[src/rtl/fact_cu.sv]
// fact_cu: go/done/error/busy sequencer for the factorial datapath.
// Define FACT_CU_FAST_EN to fold CHECK into MUL (N+1 cycle latency).
module fact_cu #(
   parameter bit GO_EDGE = 1'b1
) (
   input  logic clk,
   input  logic reset,
   input  logic go,
   input  logic GT_flag,
   input  logic Err,
   output logic sel1,
   output logic sel2,
   output logic reg_load,
   output logic cnt_load,
   output logic cnt_en,
   output logic done,
   output logic error,
   output logic busy
);

   typedef enum logic [2:0] {
      IDLE  = 3'd0,
      INIT  = 3'd1,
      CHECK = 3'd2,
      MUL   = 3'd3,
      DONE  = 3'd4,
      ERROR = 3'd5
   } state_t;

   state_t state;
   state_t state_nx;
   logic   go_q;
   logic   start;
   state_t launch;

   // go_q resets high so a go already asserted at reset is not an edge
   always_ff @(posedge clk) begin
      if (reset) begin
         state <= IDLE;
         go_q  <= 1'b1;
      end else begin
         state <= state_nx;
         go_q  <= go;
      end
   end

   assign start  = GO_EDGE ? (go & ~go_q) : go;
   assign launch = Err ? ERROR : INIT;

   always_comb begin
      state_nx = IDLE;
      case (state)
         IDLE:  state_nx = start ? launch : IDLE;
         DONE:  state_nx = start ? launch : DONE;
         ERROR: state_nx = start ? launch : ERROR;
`ifdef FACT_CU_FAST_EN
         INIT:  state_nx = MUL;
         MUL:   state_nx = GT_flag ? MUL : DONE;
`else
         INIT:  state_nx = CHECK;
         CHECK: state_nx = GT_flag ? MUL : DONE;
         MUL:   state_nx = CHECK;
`endif
         default: state_nx = IDLE;
      endcase
   end

   always_comb begin
      sel1     = 1'b0;
      sel2     = 1'b0;
      reg_load = 1'b0;
      cnt_load = 1'b0;
      cnt_en   = 1'b0;
      done     = 1'b0;
      error    = 1'b0;
      busy     = 1'b0;
      case (state)
         INIT: begin
            cnt_load = 1'b1;
            reg_load = 1'b1;
            busy     = 1'b1;
         end
`ifndef FACT_CU_FAST_EN
         CHECK: busy = 1'b1;
         MUL: begin
            reg_load = 1'b1;
            sel1     = 1'b1;
            cnt_en   = 1'b1;
            busy     = 1'b1;
         end
`else
         // the last MUL cycle only observes GT_flag low and must not multiply
         MUL: begin
            reg_load = GT_flag;
            sel1     = GT_flag;
            cnt_en   = GT_flag;
            busy     = 1'b1;
         end
`endif
         DONE: begin
            done = 1'b1;
            sel2 = 1'b1;
         end
         ERROR: error = 1'b1;
         default: ;
      endcase
   end

endmodule

[config.mk]
export PLATFORM = sky130hd
export DESIGN_NAME = fact_cu
export DESIGN_NICKNAME = d
export VERILOG_FILES = /design/src/rtl/fact_cu.sv
export SDC_FILE = /design/constraint.sdc
export NUM_CORES = 1
export LEC_CHECK = 0
export BUFFER_PORTS_ARGS = -buffer_cell sky130_fd_sc_hd__buf_2
export CORE_AREA = 2 2 39 41
export DETAILED_ROUTE_END_ITERATION = 10
export DIE_AREA = 0 0 41 43
export GPL_ROUTABILITY_DRIVEN = 0
export PLACE_DENSITY_LB_ADDON = 0.25
export SLEW_MARGIN = 20
export SYNTH_ARGS = -nofsm -noshare
export SYNTH_HDL_FRONTEND = slang
export SYNTH_SLANG_ARGS = --single-unit
[constraint.sdc]
create_clock -name clk -period 2.7 [get_ports clk]
set_input_delay 0.54 -clock clk [delete_from_list [all_inputs] [get_ports clk]]
set_output_delay 0.54 -clock clk [all_outputs]
set_load 0.03 [all_outputs]
==> qor.txt <==
Outcome - finished, final reports clean
Hold_buf cts - 0
Post-Synthesis Cell Area - 240.2 µm²
Rows - 14
CTS tree - yes
Crit path max fanout - 7
Worst hold endpoint - go_q
Ys flop type - dfxtp_1
Total gr overflow - 0
Worst hold stages - 2
Startpoint Class - flop
Most common cell in the netlist - nor2_1
Cts repair resizes - 0
Number of flops mapped to enable cells by yosys - 0
R2R setup slack - 1750 ps
Max cap viols - 0
Drt initial violations - 3
CP Class - reg2out
Layout area overhead - 31.77%
Worst setup margin - 943.7 ps
CTS max path bufs - 2
Fin crit period - 1756 ps
Die ar. - 0.001763 mm²
CTS buffer count - 3
Share of layout cells above drive strength 1 - 48.78%
Syn Nets - 34
R2r endpoint - state[0]
GR Util All Layers - 6.827%
Worst Path Arrival - 1220 ps
Mean post-synth cell area - 8.284 µm²
Max-slew headroom - 76.66%
Crit path buf inv count - 2
Hold Crit Class - in2reg
Syn. warnings - 0
Yosys reg bits - 4
H-tree levels - 1
Final setup violation count - 0
Antenna viol nets, final - 0
Achievable Freq - 0.5694 GHz
Hold path start - go
Reg2reg path depth - 2
Setup slack after placement - 1175 ps
Final net count - 48
Number of antenna violations at the first check in global routing - 0
Die Span Y - 43 µm
Post-synthesis sequential area ratio - 33.33%
Largest stage delay on the critical path - 450 ps
WL/cell - 8.561 µm
Setup Skew - 3.212 ps
Fin util - 22.88%
Worst-path cell chain - inv_2 -> nor2_2 -> and2_1 -> buf_2
Leakage power - 0.1512 nW
Initial Util - 17.36%
Skew-Pair Late Insertion Delay - 240 ps
Largest net degree at the start of global routing - 9
First-pass detailed-route iteration total - 4
Sink Count - 4
RSZ-0062 raised after global routing - false
First-pass GRT wire length - 745 µm
Via density - 4.298
Vias in the first global route - 183
Synth cell count leaders - nor2_1 (5), dfxtp_1 (4), nand2_1 (3)
Slowest-stage cell, CP - dfxtp_1
Clock-pin slew on the worst setup and hold paths - 30 ps
Post-route clock period utilization - 65.05%
Synth area leaders - dfxtp_1 (33%), nor2_1 (7.8%), buf_4 (6.3%)
Vias - 245
Root buffer cell - clkbuf_4
VDD IR-drop max - 0.2127 mV
Crit Reg-Reg Startpoint - state[2]
WL final - 488 µm
Area after DPL - 294.0 µm²
Leading area contributor after synthesis - dfxtp_1
CP delay by family, top - flip-flops
Mapped Cells - 29
Power Dens Cells - 592.8 mW/mm²
Worst path required time - 2160 ps
Fin. Hold Viols - 0
I/O Pins - 13
Netlist cell types - 19
Post-CTS setup buffer count - 0
Slew Limit Fails - 0
Fin area - 316.6 µm²
Post-synth ARST share - 0%
Area share of the largest cell type after synthesis - 33.33%
Fillers - 167
Final TNS setup - 0 ps
DR DRC count - 0
Core area - 0.001384 mm²
Buffers added on ports - 12
Critical Path End Type - output pin
Antenna diodes - 0
Slew @ Worst Pin - 349.7 ps
Die X-Extent - 41 µm
## how the worst max path moves through the flow
| stage | depth (start not counted) | slack [ps] | endpoint | from |
|---|---|---|---|---|
| 3_3_place_gp | 4 | 1180 | cnt_en | state[0] |
| 6_report | 4 | 940 | sel1 | state[0] |
| 4_1_cts | 4 | 930 | sel1 | state[0] |
| 3_5_place_dp | 4 | 1180 | sel1 | state[0] |
| 2_1_floorplan | 4 | 760 | sel1 | state[0] |
| 5_1_grt | 4 | 830 | cnt_en | state[0] |
## cells by family (layout without fill, tap and decap cells)
group,after synthesis,in the layout,synth area share (%)
AO/OA/AOI/OAI,5,5,14.59
buffers and inverters,4,16,12.50
flip-flops,4,4,33.33
AND/OR/NAND/NOR,16,16,39.59
## state kept, by name (all words and copies together) (netlist names)
signal and cells:
state 3, go_q 1
## layout by cell type (no fill, tap or decap), drive strengths merged
cell type,count
buf,12
nor2,6
dfxtp,4
nand2,3
clkbuf,3
inv,1
nand2b,1
nor3,1
and2,1
or2,1
a211oi,1
or2b,1
o22ai,1
a21oi,1
o21a,1
nor3b,1
o221ai,1
nor4,1
## per-layer routing
metal / up-vias / wire length, µm / global-route usage [%]
met5: - / 0 / 0
met4: 0 / 8 / 2.000
met3: 2 / 53 / 7.853
met2: 8 / 239 / 8.750
met1: 112 / 187 / 7.074
li1: 123 / - / -
## power by group
group / total [W] / leakage [nW] / internal [W] / switching (W)
logic: 0.0000425 / 0.105 / 0.0000162 / 0.0000264
registers: 0.0000717 / 0.0329 / 0.0000637 / 0.00000801
clock network: 0.0000734 / 0.0138 / 0.0000496 / 0.0000238
total: 0.000188 / 0.151 / 0.000130 / 0.0000581
## worst register-to-register path, stage by stage (launching register included)
cell and delay, ps:
dfxtp_1 520, o22ai_1 140, o21a_1 180
## final cells by class
cell class	instances	area (µm²)	area share [%]
clock buffer	3	22.52	7.115
inverter	1	3.754	1.186
multi-input combinational	21	130.1	41.11
sequential	4	80.08	25.30
tap	16	20.02	6.324
timing repair buffer	12	60.06	18.97
## metrics by stage
stage / total power [W] / hold WS, ps / instances
3_3_place_gp: 0.0001162 / 549.3 / 54
6_report: 0.0001877 / 518.6 / 57
4_1_cts: 0.0001918 / 515.3 / 57
5_1_grt: 0.0002017 / 518.5 / 57
3_5_place_dp: 0.0001162 / 546.3 / 54
2_1_floorplan: 0.0001063 / 492.0 / 29
Note: power is estimated with default switching activity, not from simulation.
